`src/rtl/alu_scheduler.sv`:
```
// Two-requester round-robin scheduler around a multi-cycle 32-bit adder (IDLE/EXEC/RESP).
// Define ALU_FLAGS_EN to compute and register the n/z/v flags; otherwise they are tied low.
module alu_scheduler #(
  parameter int unsigned LATENCY = 2
) (
  input  logic        clk,
  input  logic        rst_n,
  input  logic        req0_valid,
  input  logic        req1_valid,
  output logic        req0_ready,
  output logic        req1_ready,
  input  logic [31:0] req0_a,
  input  logic [31:0] req0_b,
  input  logic [31:0] req1_a,
  input  logic [31:0] req1_b,
  input  logic [3:0]  req0_f,
  input  logic [3:0]  req1_f,
  output logic        rsp_valid,
  input  logic        rsp_ready,
  output logic        rsp_id,
  output logic [31:0] rsp_s,
  output logic        rsp_c,
  output logic        rsp_n,
  output logic        rsp_z,
  output logic        rsp_v
);

  typedef enum logic [1:0] {S_IDLE, S_EXEC, S_RESP} state_e;

  localparam logic [3:0] CNT_INIT = 4'(LATENCY - 1);

  state_e      state_q, state_d;
  logic [3:0]  cnt_q, cnt_d;
  logic        ptr_q;
  logic [31:0] a_q, b_q;
  logic [1:0]  op_q;
  logic        id_q;
  logic        grant_vld, grant_id, accept, capture;
  logic [31:0] add_x, add_y;
  logic        add_cin;
  logic [32:0] sum;
  logic        rsp_id_q, rsp_c_q;
  logic [31:0] rsp_s_q;
  logic        unused_fhi;

  assign unused_fhi = ^{req0_f[3:2], req1_f[3:2]};

  // Ties go to the requester that did not win last time.
  always_comb begin
    grant_vld = req0_valid | req1_valid;
    grant_id  = 1'b0;
    if (req0_valid && req1_valid) grant_id = ~ptr_q;
    else if (req1_valid)          grant_id = 1'b1;
  end

  assign accept  = (state_q == S_IDLE) && grant_vld;
  assign capture = (state_q == S_EXEC) && (cnt_q == 4'd0);

  always_ff @(posedge clk or negedge rst_n) begin
    if (!rst_n) begin
      state_q <= S_IDLE;
      cnt_q   <= 4'd0;
    end else begin
      state_q <= state_d;
      cnt_q   <= cnt_d;
    end
  end

  always_comb begin
    state_d = state_q;
    cnt_d   = cnt_q;
    case (state_q)
      S_IDLE: if (grant_vld) begin
        state_d = S_EXEC;
        cnt_d   = CNT_INIT;
      end
      S_EXEC: if (cnt_q == 4'd0) state_d = S_RESP;
              else               cnt_d   = cnt_q - 4'd1;
      S_RESP: if (rsp_ready) state_d = S_IDLE;
      default: state_d = S_IDLE;
    endcase
  end

  always_comb begin
    req0_ready = accept && !grant_id;
    req1_ready = accept &&  grant_id;
    rsp_valid  = (state_q == S_RESP);
  end

  always_ff @(posedge clk or negedge rst_n) begin
    if (!rst_n) begin
      ptr_q <= 1'b1;
      a_q   <= '0;
      b_q   <= '0;
      op_q  <= '0;
      id_q  <= 1'b0;
    end else if (accept) begin
      ptr_q <= grant_id;
      id_q  <= grant_id;
      a_q   <= grant_id ? req1_a : req0_a;
      b_q   <= grant_id ? req1_b : req0_b;
      op_q  <= grant_id ? req1_f[1:0] : req0_f[1:0];
    end
  end

  always_comb begin
    add_x   = a_q;
    add_y   = b_q;
    add_cin = 1'b0;
    case (op_q)
      2'b00: ;
      2'b01: begin add_y = ~b_q; add_cin = 1'b1; end
      2'b10: begin add_x = '0; add_y = ~b_q; add_cin = 1'b1; end
      default: begin add_x = '0; add_cin = 1'b1; end
    endcase
    sum = {1'b0, add_x} + {1'b0, add_y} + {32'd0, add_cin};
  end

  always_ff @(posedge clk or negedge rst_n) begin
    if (!rst_n) begin
      rsp_id_q <= 1'b0;
      rsp_s_q  <= '0;
      rsp_c_q  <= 1'b0;
    end else if (capture) begin
      rsp_id_q <= id_q;
      rsp_s_q  <= sum[31:0];
      rsp_c_q  <= sum[32];
    end
  end

  assign rsp_id = rsp_id_q;
  assign rsp_s  = rsp_s_q;
  assign rsp_c  = rsp_c_q;

`ifdef ALU_FLAGS_EN
  logic rsp_n_q, rsp_z_q, rsp_v_q;

  always_ff @(posedge clk or negedge rst_n) begin
    if (!rst_n) begin
      rsp_n_q <= 1'b0;
      rsp_z_q <= 1'b0;
      rsp_v_q <= 1'b0;
    end else if (capture) begin
      rsp_n_q <= sum[31];
      rsp_z_q <= (sum[31:0] == 32'd0);
      rsp_v_q <= (add_x[31] == add_y[31]) && (sum[31] != add_x[31]);
    end
  end

  assign rsp_n = rsp_n_q;
  assign rsp_z = rsp_z_q;
  assign rsp_v = rsp_v_q;
`else
  assign rsp_n = 1'b0;
  assign rsp_z = 1'b0;
  assign rsp_v = 1'b0;
`endif

endmodule

```
`config.mk`:
```
export PLATFORM = sky130hd
export DESIGN_NAME = alu_scheduler
export DESIGN_NICKNAME = d
export VERILOG_FILES = /design/src/rtl/alu_scheduler.sv
export SDC_FILE = /design/constraint.sdc
export NUM_CORES = 1
export LEC_CHECK = 0
export CORE_ASPECT_RATIO = 1.2
export CORE_MARGIN = 2
export CORE_UTILIZATION = 49
export DETAILED_ROUTE_END_ITERATION = 7
export HOLD_SLACK_MARGIN = 0.1
export MAX_ROUTING_LAYER = met4
export PLACE_DENSITY = 0.81
export REMOVE_ABC_BUFFERS = 1
export SLEW_MARGIN = 20
export SYNTH_ARGS = -nofsm -noshare
export SYNTH_HDL_FRONTEND = slang
export SYNTH_SLANG_ARGS = --single-unit
```
`constraint.sdc`:
```
create_clock -name clk -period 4.6 [get_ports clk]
set_input_delay 0.92 -clock clk [delete_from_list [all_inputs] [get_ports clk]]
set_output_delay 0.92 -clock clk [all_outputs]
set_load 0.02 [all_outputs]
```
* After elaboration in Yosys (flattened, before gate mapping)
Index checks and enable logic that the tools add are counted.
Word-level totals: register bits 108, output and inout port bits 40, input bits 141, logic and storage cells 53
Cells by class: add/subtract/negate cells 3, equality and inequality tests 8, bitwise operators 3, muxes and demuxes 15, reductions and logical operators 14
Operators by type and width (count):
- $mux W32 | 4
- $add A32 B32 Y33 | 1
- $add A33 B1 Y33 | 1
- $not A32 Y32 | 1
- $mux W2 | 4
- $mux W4 | 2
- $pmux W4 S2 | 1
- $pmux W2 S3 | 1
- $reduce_and A3 Y1 | 2
- $logic_and A1 B1 Y1 | 5
- $eq A2 B1 Y1 const B | 2
- $eq A2 B2 Y1 const B | 2
- $logic_not A2 Y1 | 2
- $logic_not A4 Y1 | 1
- $ne A2 B1 Y1 const B | 2
- $ne A2 B2 Y1 const B | 2
- $reduce_or A2 Y1 | 2
- $sub A4 B1 Y4 const B | 1
- $mux W1 | 3
- $reduce_bool A2 Y1 | 1
- $logic_not A1 Y1 | 1
- $not A1 Y1 | 1
- $or A1 B1 Y1 | 1

* Logic depth before layout (Yosys ltp)
Gate-level depths: netlist of run 1.
word-level depth 5, mapped depth 14, depth with buffers taken out 13

* Worst setup path before layout of run 1
No wires, ideal clock.
path type reg2reg, from reg op_q[0], to reg rsp_c_q, in the netlist rsp_c, required time 4.474 ns, clock period less this slack 3.233 ns, library setup time 0.126 ns, cell stages (with the launch flop) 13, arrival time 3.107 ns, path slack 1.367 ns, buffers on the path 2, path through dfrtp_1 inv_1 ha_1 clkbuf_1 buf_1 xor2_1 fa_1 a21oi_2 o221ai_2 o2111ai_1 and3b_1 a21oi_1 o32a_1
On the way: cells in the longest elaborated chain, start to end 5, elaborated cells between the ends (all ways) 10, classes of those cells add/sub (2); eq/ne (2); mux (3); reduce/logical (3)
RTL lines:
- from (decl) | RTL line 36 | logic [1:0] op_q;
- from (signal assigned) | RTL line 102 | op_q <= grant_id ? req1_f[1:0] : req0_f[1:0];
- $eq A2 B1 Y1 (tied with other cells) | RTL line 110 | case (op_q)
- $reduce_or A2 Y1 (no source line)
- $mux W32 (on tied branches)
- $add A32 B32 Y33 | RTL line 116 | sum = {1'b0, add_x} + {1'b0, add_y} + {32'd0, add_cin};
- $add A33 B1 Y33 (*) | RTL line 116
- to (signal assigned) | RTL line 127 | rsp_c_q <= sum[32];
- to (decl) | RTL line 42 | logic rsp_id_q, rsp_c_q;
Mark *: on every way between the ends. The rest lies on a longest branch, timed or not. A chain may end at the register's enable or synchronous reset.

* Worst setup path after layout of run 1
from reg op_q[0], to reg rsp_s_q[28], in the netlist rsp_s[28]
On the way: cells in the longest elaborated chain, start to end 5, elaborated cells between the ends (all ways) 10, classes of those cells add/sub (2); eq/ne (2); mux (3); reduce/logical (3)
RTL lines:
- $eq A2 B1 Y1 (tied with other cells) | RTL line 110
- $reduce_or A2 Y1 (no source line)
- $mux W32 (on tied branches)
- $add A32 B32 Y33 | RTL line 116
- $add A33 B1 Y33 (*) | RTL line 116
- to (signal assigned) | RTL line 126 | rsp_s_q <= sum[31:0];
- to (decl) | RTL line 43 | logic [31:0] rsp_s_q;
Marked as above.

==> results.cfg, run 1 <==
[run_status]
status = finished with violations
failed_checks = DRC

[sta]
tightest_slew_ns = 0.756
hold_viol = 0
hold_slack_ns = 0.474
fin_crit_sh_pct = 74.3
tns_ns = 0
slew_viol_final = 0
finClkSkew_ns = 0.00966
rsz0062_at_grt = no
relSlewSlack_pct = 49.6
setup_viol = 0
layout_min_cycle_time_ns = 3.42
fmax_ghz = 0.293

[layout]
antenna_cells = 0
utilization_pct = 66.4
final_cells = 1054
drive_gt1_share_pct = 5.76
layout.nets = 1058
area_growth_syn_to_layout_pct = 31.3

[yosys]
synthFlopType = dfrtp_1
ys_types = 59
synth_compound_area_share_pct = 23.2
synth.most_common_cell = dfrtp_1
synth_edf_count = 0
yosysSeqAreaShare_pct = 40.2
synth-simple-area-share_pct = 12.8
synth_top_area_share_pct = 39.8
avgSynthCellArea_um2 = 9.19
synthAdderAreaFrac_pct = 6.92
ys_warn_count = 0
yosysTopAreaCell = dfrtp_1
ys_ff_latch = 108
synth_async_sr_flop_share_pct = 100
netlist_top_cells_count = 107 x dfrtp_1, 85 x inv_1, 79 x nand2_1
synth_top_family_by_area = compound AO/OA/AOI/OAI gates
synth.mux.area_fraction_pct = 0.465
syn_area_mm2 = 0.00672
synthXorXnorAreaFrac_pct = 8.34
netlist_top_cells_area = dfrtp_1 40%, a222oi_1 9.8%, ha_1 6.3%
synthCells = 732

[cts]
cts_max_level = 3
insertion_delay_ns = 0.35
numCtsBuffers = 9
ctsHoldBuffers = 0
post-cts-setup-buffers = 0
clk_path_buf_depth = 2
numClockSinks = 108
clkTransAtPathRegs_ns = 0.07
post_cts_resized = 0
cts_tree = built
clockRootBuffer = clkbuf_16

[global_route]
grt_overflow = 0
use_met2_pct = 39.5
grt_util_met1_pct = 31.8
busiest_layer = met2
grtUsageMet3_pct = 3.13
grt_pass1_wl_um = 28600
track_usage_pct = 24.2
grt_pass1_vias = 5894
grt_antenna_before_repair = 0
grt_max_degree = 72

[routing]
drt_first_pass_iters = 8
drc_errors = 6
wl_per_cell_um = 16.3
totalWireLength_um = 17200
vias = 5944
avgViaCountPerCell = 5.64
ant_nets = 0
drt_iter0_markers = 630

[floorplan]
die_h_um = 132
ios = 181
row_count = 46
initial_core_util_pct = 50.6
core_area_mm2 = 0.0133
dieArea_mm2 = 0.0147
die_w_um = 111

[placed_design]
dp_hpwl_um = 12500
post-place-cells = 1038
place.gp.congestion = 0.887
portBuffers = 173

[worst_setup_path]
worstSetupStartpointType = flop
crit_path_end_kind = flop
setup.worst_path.start = op_q[0]
arrival_ns = 3.64
cp_slowest_cell = fa_1
critical_path.max_stage_delay_ns = 0.49
cp_cell_sequence = inv_1, ha_2, buf_4, xor2_1, fa_1, a21oi_2, o221ai_2, o2111ai_1, and3b_1, o2bb2ai_1, xor2_1, o21ai_1
crit_path_frequent_cell = xor2_1
crit_buf_inv = 2
cp_top_family = compound AO/OA/AOI/OAI gates
r2r_start = op_q[0]
crit_fanout = 31
required_ns = 4.82
crit_type = reg2reg

[worst_hold_path]
worstHoldStart = id_q
hp-class = reg2reg

[run]
cap_violations = 0
-- per-layer routing --
layer	routed length (um)	vias to the layer above	share of wire [%]
met5	0	-	0
met4	294	0	1.7
met1	7640	2837	44
met3	839	20	4.9
met2	8450	186	49
li1	-	2901	-
-- layout by cell type, fill, tap and decap left out, types with 5 or more instances in the layout --
master and instances:
clkdlybuf4s50_1 172, dfrtp_1 107, inv_1 85, nand2_1 78, a222oi_1 66, xor2_1 48
o21ai_0 39, nor2b_1 34, ha_1 33, a21oi_1 31, nor2_1 28, o21ai_1 19
xnor2_1 16, nand3_1 12, clkbuf_16 9, buf_4 9, a21oi_2 7, a31oi_1 6
nor3_1 5
-- worst paths after layout --
| kind | to | slack [ns] | cells after the start |
|---|---|---|---|
| max in group asynchronous | a_q[26] | 3.19 | 2 |
| min reg2reg | rsp_id | 0.47 | 2 |
| max reg2reg | rsp_s[28] | 1.18 | 12 |
| min in group asynchronous | a_q[13] | 0.53 | 1 |
| min | rsp_id | 0.47 | 2 |
| max | rsp_s[28] | 1.18 | 12 |
-- stage by stage --
stage                     instance area (um2)  setup slack, ns
after detailed placement                 8550             1.17
after global placement                   8550             1.22
final                                    8830             1.18
after floorplan                          6520            -1.57
after CTS                                8830             1.15
after global routing                     8830            0.956
-- cells by family after synthesis --
| family | Yosys count |
|---|---|
| AOI/OAI and AO/OA | 206 |
| and+or+nand+nor | 183 |
| buffers and inverters | 131 |
| DFF | 108 |
| xor gates and xnor gates | 64 |
| adders and majority gates | 36 |
| muxes | 3 |
| other | 1 |
-- worst register-to-register path, cell delays in order, from the launching register on --
cell and delay, ns:
dfrtp_1 0.38, inv_1 0.06, ha_2 0.32, buf_4 0.44
xor2_1 0.19, fa_1 0.49, a21oi_2 0.23, o221ai_2 0.18
o2111ai_1 0.28, and3b_1 0.29, o2bb2ai_1 0.20, xor2_1 0.18
o21ai_1 0.07
-- sequential cells by signal, summed over array words and instances, names as in the netlist --
name / flops
rsp_id: 1
state_q: 2
rsp_c: 1
cnt_q: 4
b_q: 32
id_q: 1
ptr_q: 1
op_q: 2
rsp_s: 32
a_q: 32
-- area by class of cell --
| type | instances | area, um2 |
|---|---|---|
| Clock buffer | 11 | 233 |
| Clock inverter | 5 | 52.6 |
| Fill cell | 1120 | 4460 |
| Inverter | 86 | 323 |
| Multi-Input combinational cell | 495 | 3520 |
| Sequential cell | 108 | 2700 |
| Tap cell | 168 | 210 |
| Timing Repair Buffer | 181 | 1790 |
Power of run 1 is not shown: default switching activity piles up to over one toggle a cycle in this logic, so the estimate is an artifact.
==> inputs of run 2 (changes only) <==
==> constraint.sdc (replaced) <==
create_clock -name clk -period 3.35 [get_ports clk]
set_input_delay 0.67 -clock clk [delete_from_list [all_inputs] [get_ports clk]]
set_output_delay 0.67 -clock clk [all_outputs]
set_load 0.02 [all_outputs]
==> run 2 against run 1 <==
Compared with the run above: the flow still finishes with violations (DRC); first-iteration DRC count is 13% lower; clock skew is 0.0021 ns lower; routed wire length is 1.4% higher; fmax is 7.2% higher; non-clock buffer count is 14 higher; core utilization is 2.1 points higher; critical endpoint is now rsp_s[30]; critical path depth stayed put; flip-flop and latch count stayed put; worst setup slack worse by 1.0 ns; critical path type unchanged; count of clock-buffer cells in the layout is 2 lower; register-to-register slack worse by 1.0 ns.
==> results.cfg, run 2 (synthesized netlist as in run 1, its figures left out) <==
[run_status]
status = finished with violations
failed_checks = DRC

[floorplan]
die_h_um = 132
ios = 181
dieArea_mm2 = 0.0147
die_w_um = 111
row_count = 46
core_area_mm2 = 0.0133
initial_core_util_pct = 50.6

[cts]
clkTransAtPathRegs_ns = 0.07
cts_max_level = 3
numCtsBuffers = 9
insertion_delay_ns = 0.36
clk_path_buf_depth = 2
numClockSinks = 108
clockRootBuffer = clkbuf_16
cts_tree = built

[sta]
relSlewSlack_pct = 43.7
finClkSkew_ns = 0.00758
layout_min_cycle_time_ns = 3.19
tightest_slew_ns = 0.842
fin_crit_sh_pct = 95.2
setup_viol = 0
fmax_ghz = 0.314
slew_viol_final = 0
hold_viol = 0
hold_slack_ns = 0.371
fin_ws_ns = 0.162

[worst_setup_path]
crit_path_end_kind = flop
worstSetupStartpointType = flop
cp_slowest_cell = fa_2
required_ns = 3.56
crit_buf_inv = 1
cp_cell_sequence = inv_1, ha_2, xor2_1, fa_2, fa_2, a21oi_4, o221ai_4, a31oi_1, o21ai_2, a311oi_2, xor2_1, o21ai_1
crit_fanout = 5
crit_type = reg2reg
regToRegSetupSlack_ns = 0.16
arrival_ns = 3.40
cp_top_family = compound AO/OA/AOI/OAI gates
critical_path.max_stage_delay_ns = 0.43

[layout]
fin_area_mm2 = 0.00911
final_common_cell = clkdlybuf4s50_1
drive_gt1_share_pct = 8.11
layout_common_cells = 172 x clkdlybuf4s50_1, 107 x dfrtp_1, 85 x inv_1
area_growth_syn_to_layout_pct = 35.4
layout.nets = 1072
antenna_cells = 0
fillers = 1084

[routing]
drt_first_pass_iters = 8
drt_iter0_markers = 546
drc_errors = 3
wl_per_cell_um = 16.4
avgViaCountPerCell = 5.64
vias = 6022
ant_nets = 0
totalWireLength_um = 17500

[global_route]
grt_overflow = 0
track_usage_pct = 24.5
grt_pass1_vias = 5789
grt_max_degree = 109
grt_antenna_before_repair = 0
grt_pass1_wl_um = 28400

[placed_design]
place_ws_ns = 0.0370
portBuffers = 173
place_area_mm2 = 0.00865
place.gp.congestion = 0.901
dp_hpwl_um = 12600

[run]
cap_violations = 0

[worst_hold_path]
hp-class = in2async
-- run 2: cell count changes in the layout (fill, tap and decap cells not counted), sizes merged --
cell    previous run  this run
bufinv             1         5
clkinv             3         1
clkbuf            11         9
buf                9        23
-- run 2: metrics by stage --
| stage | setup TNS, ns | util, % | instances |
|---|---|---|---|
| 3_3_place_gp | 0 | 65.1 | 1049 |
| 5_1_grt | -0.0146 | 68.5 | 1068 |
| 6_report | 0 | 68.5 | 1068 |
| 2_1_floorplan | -177.72 | - | 689 |
| 3_5_place_dp | 0 | 65.1 | 1049 |
| 4_1_cts | 0 | 68.0 | 1065 |
-- run 2: repair_timing --
action                     in CTS  in global routing
buffers inserted                0                  3
setup endpoints to repair       0                  9
hold buffers                    0                  0
gates resized for setup         0                 10
-- run 2: final timing paths --
kind / startpoint / endpoint / cells past startpoint
setup / recovery: op_q[0] / rsp_s[30] / 12
hold / removal: rst_n / b_q[2] / 2
setup reg to reg: op_q[0] / rsp_s[30] / 12
hold reg to reg: rsp_s[1] / rsp_s[1] / 2
max in group asynchronous: rst_n / a_q[24] / 2
min in group clk: rsp_s[1] / rsp_s[1] / 2
-- run 2: area by class of cell --
cell class	instances	area, um2	area share (%)
Clock buffer	9	225	2.47
Clock inverter	7	163	1.79
Inverter	86	323	3.54
Multi-Input combinational cell	495	3560	39.1
Sequential cell	108	2700	29.7
Tap cell	168	210	2.31
Timing Repair Buffer	195	1920	21.1
-- run 2: per-layer routing --
layer | global-route usage [%] | routed length [um] | vias up | share of wire [%]
li1 | - | - | 2944 | -
met1 | 31.6 | 7730 | 2883 | 44
met2 | 39.7 | 8580 | 176 | 49
met3 | 3.72 | 877 | 19 | 5.0
met4 | 8.19 | 285 | 0 | 1.6
met5 | - | 0 | - | 0
Power of run 2 is left out for the same reason.
